===== src/rtl/mnist_run_ctrl.sv =====
// mnist_run_ctrl: sequencer for one MNIST inference run.
// IDLE -> LOAD (image into feature buffer) -> RUN (CNN) -> SHOW (match LED)
// -> IDLE, with LOAD/RUN watchdog into ERR. Every output is a flop; the
// output registers are loaded from the next state so they line up with
// the state they describe.
module mnist_run_ctrl #(
    parameter int SHOW_CYCLES    = 75000,
    parameter int TIMEOUT_CYCLES = 1000000,
    parameter int CLASS_W        = 4
) (
    input  logic               clk,
    input  logic               rst_n,
    input  logic               start,
    input  logic [CLASS_W-1:0] label_sw,
    output logic               load_req,
    input  logic               load_done,
    output logic               cnn_start,
    input  logic               cnn_done,
    input  logic [CLASS_W-1:0] cnn_class,
    output logic               busy,
    output logic [CLASS_W-1:0] result,
    output logic               match_led,
    output logic               err_led,
    output logic [7:0]         run_cnt
);

    typedef enum logic [2:0] {
        S_IDLE,
        S_LOAD,
        S_RUN,
        S_SHOW,
        S_ERR
    } state_t;

    state_t             state, state_nx;
    logic [31:0]        timer;
    logic [CLASS_W-1:0] label_q;

    logic timeout, show_end, launch, finish;

    assign timeout  = (timer == 32'(TIMEOUT_CYCLES - 1));
    assign show_end = (timer == 32'(SHOW_CYCLES - 1));
    // A start is honoured only from IDLE or ERR; no queuing elsewhere.
    assign launch   = ((state == S_IDLE) || (state == S_ERR)) && start;
    assign finish   = (state == S_RUN) && cnn_done;

    // Next-state logic; a done on the timeout cycle wins over the timeout.
    always_comb begin
        state_nx = state;
        case (state)
            S_IDLE:  if (start) state_nx = S_LOAD;
            S_ERR:   if (start) state_nx = S_LOAD;
            S_LOAD: begin
                if (load_done)    state_nx = S_RUN;
                else if (timeout) state_nx = S_ERR;
            end
            S_RUN: begin
                if (cnn_done)     state_nx = S_SHOW;
                else if (timeout) state_nx = S_ERR;
            end
            S_SHOW:  if (show_end) state_nx = S_IDLE;
            default: state_nx = S_IDLE;
        endcase
    end

    // State register and per-state timer (cleared on every state entry).
    always_ff @(posedge clk or negedge rst_n) begin
        if (!rst_n) begin
            state <= S_IDLE;
            timer <= '0;
        end else begin
            state <= state_nx;
            if (state_nx != state)
                timer <= '0;
            else if ((state == S_LOAD) || (state == S_RUN) || (state == S_SHOW))
                timer <= timer + 32'd1;
        end
    end

    // Handshake pulses and status flags, registered from the transition.
    always_ff @(posedge clk or negedge rst_n) begin
        if (!rst_n) begin
            load_req  <= 1'b0;
            cnn_start <= 1'b0;
            busy      <= 1'b0;
            err_led   <= 1'b1;
        end else begin
            load_req  <= launch;
            cnn_start <= (state == S_LOAD) && load_done;
            busy      <= (state_nx == S_LOAD) || (state_nx == S_RUN) ||
                         (state_nx == S_SHOW);
            err_led   <= (state_nx != S_ERR);
        end
    end

    // Label latch on launch; later switch changes cannot affect the compare.
    always_ff @(posedge clk or negedge rst_n) begin
        if (!rst_n)
            label_q <= '0;
        else if (launch)
            label_q <= label_sw;
    end

    // Result capture, match LED (held through SHOW) and run counter.
    always_ff @(posedge clk or negedge rst_n) begin
        if (!rst_n) begin
            result    <= '0;
            match_led <= 1'b1;
            run_cnt   <= '0;
        end else if (finish) begin
            result    <= cnn_class;
            match_led <= (cnn_class != label_q);
            run_cnt   <= run_cnt + 8'd1;
        end else if (state_nx != S_SHOW) begin
            match_led <= 1'b1;
        end
    end

endmodule

===== config.mk =====
export PLATFORM = sky130hd
export DESIGN_NAME = mnist_run_ctrl
export DESIGN_NICKNAME = d
export VERILOG_FILES = /design/src/rtl/mnist_run_ctrl.sv
export SDC_FILE = /design/constraint.sdc
export NUM_CORES = 1
export LEC_CHECK = 0
export ABC_AREA = 1
export CORE_MARGIN = 2
export CORE_UTILIZATION = 62
export DETAILED_ROUTE_END_ITERATION = 10
export GPL_TIMING_DRIVEN = 0
export PLACE_DENSITY_LB_ADDON = 0.05
export SLEW_MARGIN = 20
export SYNTH_ARGS = -nofsm -noshare
export SYNTH_HDL_FRONTEND = slang
export SYNTH_SLANG_ARGS = --single-unit

===== constraint.sdc =====
create_clock -name clk -period 2.9 [get_ports clk]
set_input_delay 0.29 -clock clk [delete_from_list [all_inputs] [get_ports clk]]
set_output_delay 0.29 -clock clk [all_outputs]
set_load 0.01 [all_outputs]

## Word-level counts from Yosys, hierarchy flattened

Index checks and enable logic that the tools add are counted.

| storage, ports and cells | value |
|---|---|
| flip-flop bits (word level) | 56 |
| output and inout port bits | 17 |

| cells by class | value |
|---|---|
| reductions and logical operators | 12 |
| mux-type cells | 10 |
| eq/ne operators | 13 |
| add/sub/neg operators | 2 |

Operator list:

| operator | count |
|---|---|
| $mux 32 | 2 |
| $add 32x1->32 const B | 1 |
| $eq 32x17->1 const B | 1 |
| $eq 32x20->1 const B | 1 |
| $mux 3 | 5 |
| $eq 3x2->1 const B | 4 |
| $pmux 3 s4 | 1 |
| $add 8x1->8 const B | 1 |
| $eq 3x1->1 const B | 2 |
| $logic_or 1x1->1 | 5 |
| $ne 4x4->1 | 1 |
| $reduce_bool 2->1 | 2 |
| $eq 3x3->1 const B | 1 |
| $logic_and 1x1->1 | 3 |
| $logic_not 3->1 | 1 |
| $ne 3x2->1 const B | 1 |
| $ne 3x3->1 | 1 |
| $ne 3x3->1 const B | 1 |
| $mux 1 | 2 |
| $reduce_or 2->1 | 1 |

## Depth between registers and ports, before layout

Gate-level depths: netlist of run 1.

| logic depth | value |
|---|---|
| depth after elaboration | 7 |
| gate-level depth with buffers | 13 |

## Least setup slack after synthesis of run 1

Ideal clock, no wire load.

| timing | value |
|---|---|
| path type | register to register |
| start point | register timer[0] |
| end point | register timer[8] |
| arrival time | 1,590 ps |
| cell stages (with the launch flop) | 14 |
| required time | 2,778 ps |
| slack | 1,188 ps |
| cells stage by stage | dfrtp_1 ha_1 nand2_1 nor2_1 nand2_1 nor2_1 nand2_1 a21oi_2 nand2_1 nand2_1 nand2_2 nand2_4 buf_8 nor2_2 |

| between the ends | value |
|---|---|
| longest elaborated chain between the ends | 6 |
| elaborated cells on any way between the ends | 12 |

RTL lines:

| item | line | RTL |
|---|---|---|
| start, declared | 36 | `logic [31:0] timer;` |
| start signal, assigned | 76 | `timer <= timer + 32'd1;` |
| $eq 32x20->1 | 41 | `assign timeout = (timer == 32'(TIMEOUT_CYCLES - 1));` |
| $mux 3 | 55, 59 |  |
| $mux 3, on equally long branches | 58, 54 |  |
| $pmux 3 s4 * | 50 | `case (state)` |
| net state_nx[0] | 35 | `state_t state, state_nx;` |
| $ne 3x3->1 * | 73 | `if (state_nx != state)` |
| $mux 32 or $reduce_bool 2->1 (tied branches) | -- |  |

Mark *: on every way through the listed nets, which the timed path passes. The rest lies on a longest branch. The select of a mux whose other input is x is not followed.
A chain may end at the register's enable or synchronous reset.

## Worst setup path in the final report of run 1

| timing | value |
|---|---|
| start point | register timer[0] |
| end point | register timer[25] |

Same word-level chain as after synthesis.

==> results.sh, run 1 <==
export IMPL_fmax_mhz=505
export IMPL_drc=0
export IMPL_yosysTopAreaCellShare_pct=43.3
export IMPL_die_w_um=74.9
export IMPL_required_ps=3100
export IMPL_report_final_slew_viol_count=0
export IMPL_fin_crit_sh_pct=68.3
export IMPL_setup_viol=0
export IMPL_synth_edf_count=0
export IMPL_grt_pass1_wl_mm=10.2
export IMPL_area_delta_synth_final_pct=15.4
export IMPL_cp_end_kind="flip-flop"
export IMPL_overflow=0
export IMPL_syn_nets=413
export IMPL_fin_skew_ps=7.54
export IMPL_synth_async_reset_ratio_pct=100
export IMPL_place_gp_congestion=0.894
export IMPL_numCtsBuffers=5
export IMPL_clock_sinks=56
export IMPL_grt_pass1_vias=2306
export IMPL_core_um2=4790
export IMPL_wirelength_mm=6.04
export IMPL_postLayoutCellArea_um2=3600
export IMPL_critical_path_class="flip-flop to flip-flop"
export IMPL_synth_cell_type_count=29
export IMPL_fillers=379
export IMPL_slew_headroom_pct=55.3
export IMPL_final_hold_viol_count=0
export IMPL_hold_class="input port to async pin"
export IMPL_status="completed"
export IMPL_grt_usage_pct=23.6
export IMPL_drt_pass1_iter_count=4
export IMPL_row_count=25
export IMPL_synth_top_cells_by_area="dfrtp_1, nand2_1, xor2_1"
export IMPL_wl_per_cell_um=12.0
export IMPL_syn_inst=398
export IMPL_antenna_found_initial=0
export IMPL_n_antenna_cell=0
export IMPL_max_slew_worst_pin_slew_ps=670
export IMPL_rsz0062_at_grt="false"
export IMPL_die_area_um2=5620
export IMPL_syn_mean_instance_area_um2=7.84
export IMPL_pin_count=30
export IMPL_final_common_cell="nand2_1"
export IMPL_num_vias=2512
export IMPL_drtIter0Drc=184
export IMPL_ys_warn_count=0
export IMPL_p_leak_nw=1.64
export IMPL_postLayoutCoreUtil_pct=75.2
export IMPL_ys_seq_area_share_pct=45.0
export IMPL_cts_max_level=2
export IMPL_layout_drive_gt1_share_pct=12.4
export IMPL_yosys_area_top_type="dfrtp_1"
export IMPL_routed_via_density=5.00
export IMPL_postCtsSetupBuffers=0
export IMPL_postRouteAntennaNets=0
export IMPL_fin_nets=449
export IMPL_dp_hpwl_mm=4.41
export IMPL_cts_hold_buf=0
export IMPL_die_h_um=74.9
export IMPL_arrival_ps=2180
export IMPL_final_cell_mix="nand2_1, nor2_1, dfrtp_1, inv_1, clkdlybuf4s50_1"
export IMPL_place_inst=494
export IMPL_clock_path_buffers=2
export IMPL_synth_ff_type="dfrtp_1"
export IMPL_crit_path_start_kind="flip-flop"
export IMPL_finalNonFillerCells=502
export IMPL_cts_tree="done"
export IMPL_port_buffers=29
export IMPL_grt_max_degree=57
export IMPL_netlist_area_um2=3120
export IMPL_worstPathMaxFanout=10
export IMPL_path_clk_slew_ps=100
export IMPL_placed_area_um2=3490
export IMPL_period_minus_slack_ps=1980
export IMPL_ys_ff_latch=56
export IMPL_start_util_pct=65.2
export IMPL_post_cts_resized=0
export IMPL_cts_root_buf="clkbuf_8"
export IMPL_pwr_density_cell_nw_per_um2=705
export IMPL_worstSkewPairLatency_ps=310
export IMPL_ir_worst_vdd_v=0.000593
export IMPL_maxCapViolCount=0
cell type report:
| type | count | area [µm²] | share of cell area, % |
|---|---|---|---|
| Buffer | 5 | 50.0 | 1.39 |
| Tap cell | 67 | 83.8 | 2.33 |
| Timing Repair Buffer | 29 | 288 | 7.99 |
| Multi-Input combinational cell | 283 | 1460 | 40.7 |
| Sequential cell | 56 | 1400 | 39.0 |
| Clock inverter | 2 | 35.0 | 0.973 |
| Clock buffer | 6 | 72.6 | 2.02 |
| Inverter | 54 | 203 | 5.63 |
final timing paths:
kind | endpoint | depth (start not counted) | startpoint | slack (ps)
worst max register to register | timer[25] | 13 | timer[0] | 920
worst max-delay path | timer[25] | 13 | timer[0] | 920
max in group asynchronous | timer[30] | 1 | rst_n | 2440
min in group clk | run_cnt[7] | 1 | run_cnt[7] | 480
worst min register to register | run_cnt[7] | 1 | run_cnt[7] | 480
worst min-delay path | timer[12] | 1 | rst_n | 20
synthesized netlist by cell type (all sizes together), types with 2 or more instances:
| master | count |
|---|---|
| buf | 4 |
| inv | 54 |
| dfstp | 2 |
| nor3 | 13 |
| nand2 | 111 |
| nor2 | 83 |
| xor2 | 27 |
| xnor2 | 8 |
| dfrtp | 54 |
| a21oi | 3 |
| o21ai | 4 |
| ha | 2 |
| nand4 | 11 |
| nand3 | 16 |
sequential cells by signal, indices dropped and copies added (netlist names):
| signal | flops |
|---|---|
| cnn_start | 1 |
| load_req | 1 |
| result | 4 |
| busy | 1 |
| match_led | 1 |
| state | 3 |
| err_led | 1 |
| timer | 32 |
| label_q | 4 |
| run_cnt | 8 |
logic make-up (layout without fill, tap and decap cells):
logic type               after synthesis  in the layout  share of synthesized area, %
adder cells (fa/ha/maj)                2              2                         0.802
XOR/XNOR                              35             35                          9.82
flip-flops                            56             56                          45.0
AND/OR/NAND/NOR                      236            236                          34.0
multiplexers                           2              2                         0.682
AO/OA/AOI/OAI                          8              8                          1.56
buffers and inverters                 59             96                          8.10
worst max-delay path: stages (launching register included):
cell	delay (ps)
dfrtp_1	410
ha_1	180
nand2_1	70
nor2_1	170
nand2_1	70
nor2_1	110
nand2_1	130
nand2_1	120
nand3_2	90
nor2_1	140
nor2_2	70
nand2_4	110
buf_6	160
nor2_1	50
stage by stage:
stage / worst slack [ps] / TNS, ps / total power, mW / hold WS [ps]
2_1_floorplan: 1190 / 0 / 1.71 / -5.59
3_3_place_gp: -121 / -6370 / 2.02 / 462
3_5_place_dp: 943 / 0 / 2.04 / 376
4_1_cts: 896 / 0 / 2.55 / 38.3
5_1_grt: 663 / 0 / 2.68 / 82.5
6_report: 918 / 0 / 2.54 / 18.8
where the power goes:
part / internal, mW / switching, mW
combinational: 0.425 / 0.589
sequential: 0.911 / 0.109
clock: 0.257 / 0.247
per-layer routing:
layer / wire length (µm) / share of wire [%] / global-route usage (%)
met5: 0 / 0 / 0
met4: 65 / 1.1 / 6.35
met3: 225 / 3.7 / 4.15
met2: 2770 / 46 / 39.0
met1: 2970 / 49 / 32.4
No activity file was read; power rests on OpenSTA's default activity.
==> run 2: changes to the inputs <==
CORE_UTILIZATION = 52   (was 62)
clock period = 1.7 ns   (was 2.9 ns; I/O delays follow)
==> run 2 against run 1 <==
  * The flow now finishes with violations (negative setup slack)
  * Clock skew rose by 3.5 ps
  * Die area increased by 18%
  * First-iteration DRC count fell by 21%
  * Sequential share of layout area down 1.6 points
  * Via count is 1.4% higher
  * Combinational power is 96% higher
  * Critical endpoint is now timer[23]
  * Largest cell class unchanged
  * Highest routed layer unchanged
==> results.sh, run 2 (synthesis gave the netlist of run 1 again) <==
export IMPL_status="finished with violations"
export IMPL_violations="negative setup slack"
export IMPL_arrival_ps=2070
export IMPL_placed_area_um2=3500
export IMPL_fin_nets=457
export IMPL_cts_tree="done"
export IMPL_critical_path_class="flip-flop to flip-flop"
export IMPL_cp_end_kind="flip-flop"
export IMPL_numCtsBuffers=5
export IMPL_layout_drive_gt1_share_pct=18.5
export IMPL_wirelength_mm=6.43
export IMPL_rsz0062_at_grt="true"
export IMPL_postLayoutCellArea_um2=3760
export IMPL_clock_sinks=56
export IMPL_reg_top3="timer x32, run_cnt x8"
export IMPL_postRouteAntennaNets=0
export IMPL_crit_path_start_kind="flip-flop"
export IMPL_max_slew_worst_pin_slew_ps=711
export IMPL_overflow=0
export IMPL_antenna_found_initial=0
export IMPL_final_hold_viol_count=0
export IMPL_cts_max_level=2
export IMPL_drtIter0Drc=145
export IMPL_num_vias=2547
export IMPL_pin_count=30
export IMPL_worstSkewPairLatency_ps=310
export IMPL_required_ps=1900
export IMPL_die_w_um=81.5
export IMPL_final_cell_mix="nand2_1, inv_1, dfrtp_1, nor2_1, nor2_2"
export IMPL_final_common_cell="nand2_1"
export IMPL_slew_headroom_pct=52.6
export IMPL_area_delta_synth_final_pct=20.4
export IMPL_clock_path_buffers=2
export IMPL_grt_usage_pct=21.0
export IMPL_start_util_pct=53.3
export IMPL_drt_pass1_iter_count=4
export IMPL_p_leak_nw=1.69
export IMPL_port_buffers=29
export IMPL_core_um2=5850
export IMPL_hold_class="input port to flip-flop"
export IMPL_cts_root_buf="clkbuf_8"
export IMPL_grt_pass1_wl_mm=10.9
export IMPL_grt_pass1_vias=2404
export IMPL_row_count=28
export IMPL_path_clk_slew_ps=100
export IMPL_largest_reg_flops=32
export IMPL_grt_max_degree=57
export IMPL_finalNonFillerCells=518
export IMPL_drc=0
export IMPL_fin_skew_ps=11.0
export IMPL_n_antenna_cell=0
export IMPL_place_inst=502
export IMPL_die_area_um2=6640
export IMPL_period_minus_slack_ps=1870
export IMPL_setup_ws_ps=-170
export IMPL_hold_slack_ps=400
export IMPL_largest_register="timer"
export IMPL_fmax_mhz=535
export IMPL_worstPathMaxFanout=10
export IMPL_dp_hpwl_mm=4.60
export IMPL_ir_worst_vdd_v=0.000946
export IMPL_routed_via_density=4.92
export IMPL_report_final_slew_viol_count=0
export IMPL_wl_per_cell_um=12.4
export IMPL_fin_crit_sh_pct=110
export IMPL_die_h_um=81.5
export IMPL_setup_viol=32
export IMPL_place_gp_congestion=0.862
export IMPL_pwr_density_cell_nw_per_um2=1190
export IMPL_maxCapViolCount=0
[run 2: worst max-delay path, stage by stage (launching register included)]
cell and delay [ps]:
dfrtp_1 370, ha_2 190, nand2_2 60, nor2_2 130, nand2_1 70, nor2_2 120
nand2_2 120, a21oi_4 180, nand2_2 80, nand2_2 60, nand2_2 60, nand2_4 110
buf_8 150, nor2_1 50
[run 2: what timing repair did]
action | in CTS | in global routing
setup endpoints to repair | 35 | 36
hold buffers | 1 | 0
cloned | 0 | 0
gates resized for setup | 13 | 16
buffers inserted | 6 | 1
hold endpoints to repair | 54 | 0
pin swaps | 4 | 1
[run 2: path summary, 6_finish.rpt]
path / endpoint / slack (ps) / cells after the start / start
setup reg to reg: timer[23] / -170 / 13 / timer[0]
max in group asynchronous: timer[16] / 770 / 2 / rst_n
setup / recovery: timer[23] / -170 / 13 / timer[0]
hold reg to reg: run_cnt[7] / 480 / 1 / run_cnt[7]
hold / removal: label_q[1] / 400 / 3 / label_sw[1]
min in group asynchronous: timer[17] / 450 / 2 / rst_n
[run 2: report_power, final]
part           total (mW)  internal, mW  switching, mW  leakage, nW
combinational        1.98         0.900           1.08        0.909
clock               0.760         0.332          0.427       0.0445
sequential           1.74          1.55          0.187        0.735
[run 2: final cells by class]
cell class,instances,area [µm²]
buffer,5,70.1
inverter,54,203
clock buffer,7,86.3
timing repair buffer,37,354
clock inverter,1,7.51
tap,75,93.8
fill,548,2090
multi-input combinational,283,1540
sequential,56,1410
[run 2: per-stage QoR]
step                setup WS [ps]  utilization [%]  total power, mW  setup TNS [ps]
finish                       -170             64.2             4.48           -4750
global route                 -299             64.2             4.78           -9000
CTS                          -191             63.2             4.45           -5390
detailed placement           -262             59.9             3.51           -7800
global placement            -1310             59.9             3.46          -78730
floorplan                    16.8                -             2.91               0
[run 2: metal layers]
| layer | share of wire (%) | GRT usage (%) | vias up |
|---|---|---|---|
| met5 | 0 | 0 | - |
| met2 | 47 | 33.0 | 44 |
| met3 | 3.4 | 3.96 | 5 |
| met1 | 49 | 30.6 | 1195 |
| met4 | 0.72 | 3.56 | 0 |
| li1 | - | - | 1303 |
==> edit (flow settings as in run 2) <==
The 5 states of `state_t` get a one-hot encoding in 5 bits.
--- a/src/rtl/mnist_run_ctrl.sv
+++ b/src/rtl/mnist_run_ctrl.sv
@@ -24,12 +24,12 @@
     output logic [7:0]         run_cnt
 );
 
-    typedef enum logic [2:0] {
-        S_IDLE,
-        S_LOAD,
-        S_RUN,
-        S_SHOW,
-        S_ERR
+    typedef enum logic [4:0] {
+        S_IDLE = 5'b00001,
+        S_LOAD = 5'b00010,
+        S_RUN  = 5'b00100,
+        S_SHOW = 5'b01000,
+        S_ERR  = 5'b10000
     } state_t;
 
     state_t             state, state_nx;
Behaviour: no difference found for any inputs over 10 cycles, from zero or initial values and one cycle with rst_n low; not proved beyond that.
==> edit against run 2 <==
The run still ends with setup timing left. Sequential share of layout area down 5.6 points. Design area rose by 22%. Synthesized area is 5.6% higher. Total power grew 27%. Fmax decreased by 7.4%. Sequential cell count grew 2. Hold slack worse by 130 ps. Largest cell class unchanged. First-iteration DRC count is 32% higher. Worst setup slack lost 150 ps. Die area grew 5.3%. Critical path type unchanged. Core utilization rose by 12 points. Routed wire length up 33%.
==> edit: results (changes against run 2) <==
| Metric | Value |
|---|---|
| Status | finished with violations |
| Failing checks | setup timing |
| Crit path time final | 2020 ps (+150 ps) |
| Slowest stage delay, CP | 620 ps (+250 ps) |
| Largest net degree at the start of global routing | 37 (-35%) |
| Distinct cells, synth | 35 (+21%) |
| Syn_nets | 438 (+6.1%) |
| Number of global-route vias before repair | 2,789 (+16%) |
| Peak VDD IR | 993 uV (+5.0%) |
| Vias per cell | 5.24 (+6.6%) |
| Setup skew after layout | 14.3 ps (+3.32 ps) |
| GR Util All Layers | 23.2% (+2.3 points) |
| Least-Margin Pin Slew | 473 ps (-237 ps) |
| Total power | 0.00567 W (+27%) |
| Post-synthesis sequential area ratio | 44.2% (-0.82 points) |
| Pleak | 1.97 nW (+17%) |
| Final setup fails | 42 (+31%) |
| R2R Path Start | state[0] |
| Synth top cells by count | nand2_1 (119), nor2_1 (63), dfrtp_1 (55) |
| Comb. pwr | 0.00276 W (+39%) |
| Worst Path Max Fanout | 6 (-4) |
| Share of cells above drive strength 1 | 33.4% (+15 points) |
| Vias | 3,029 (+19%) |
| Post-CTS resize count | 30 (+17) |
| WL final | 8.52 mm (+33%) |
| DR iter-0 viols | 191 (+32%) |
| Setup TNS | -10,050 ps (-5310 ps) |
| Post-route setup slack | -321 ps (-150 ps) |
| Clock transition at path regs | 70 ps (-30 ps) |
| Sw Share | 40.4% (+2.6 points) |
| First-pass GRT wire length | 13.2 mm (+21%) |
| Post-DP HPWL | 5.38 mm (+17%) |
| Cell total after placement | 528 (+5.2%) |
| Post-place setup slack | -303 ps (-41.5 ps) |
| Crit path max-delay cell type | dfstp_2 |
| Layout Nets | 513 (+12%) |
| Dpl cell area | 3700 um^2 (+5.5%) |
-- edit: cell types whose count changed in the layout (fill, tap and decap cells not counted), moves of 9 or more --
cell	delta
nor2_2	-14
nor2_1	-14
buf_4	+22
nor2_4	+24
inv_1	-15
inv_2	+9
-- edit: area by class of cell --
class                      count  area [um^2]  area share [%]
buffer                         4         55.1            1.20
clock buffer                  10          138            3.00
clock inverter                 6         41.3           0.900
inverter                      51          198            4.31
multi-input combinational    311         2000            43.6
sequential                    58         1460            31.8
tap                           75         93.8            2.05
timing repair buffer          63          603            13.2
-- edit: logic make-up after synthesis --
kind of cell	share of synthesized area (%)
compound gates	2.28
buf+inv	6.99
fa+ha+maj	0.759
xor+xnor	7.98
simple gates	37.5
flops	44.2
mux	0.342
-- edit: layer usage --
layer  part of all wire (%)  GRT usage [%]  wire length [um]
met2                     49           34.9              4200
met5                      0              0                 0
met4                    1.9           8.65               164
met3                    4.6           4.65               388
met1                     44           33.3              3760
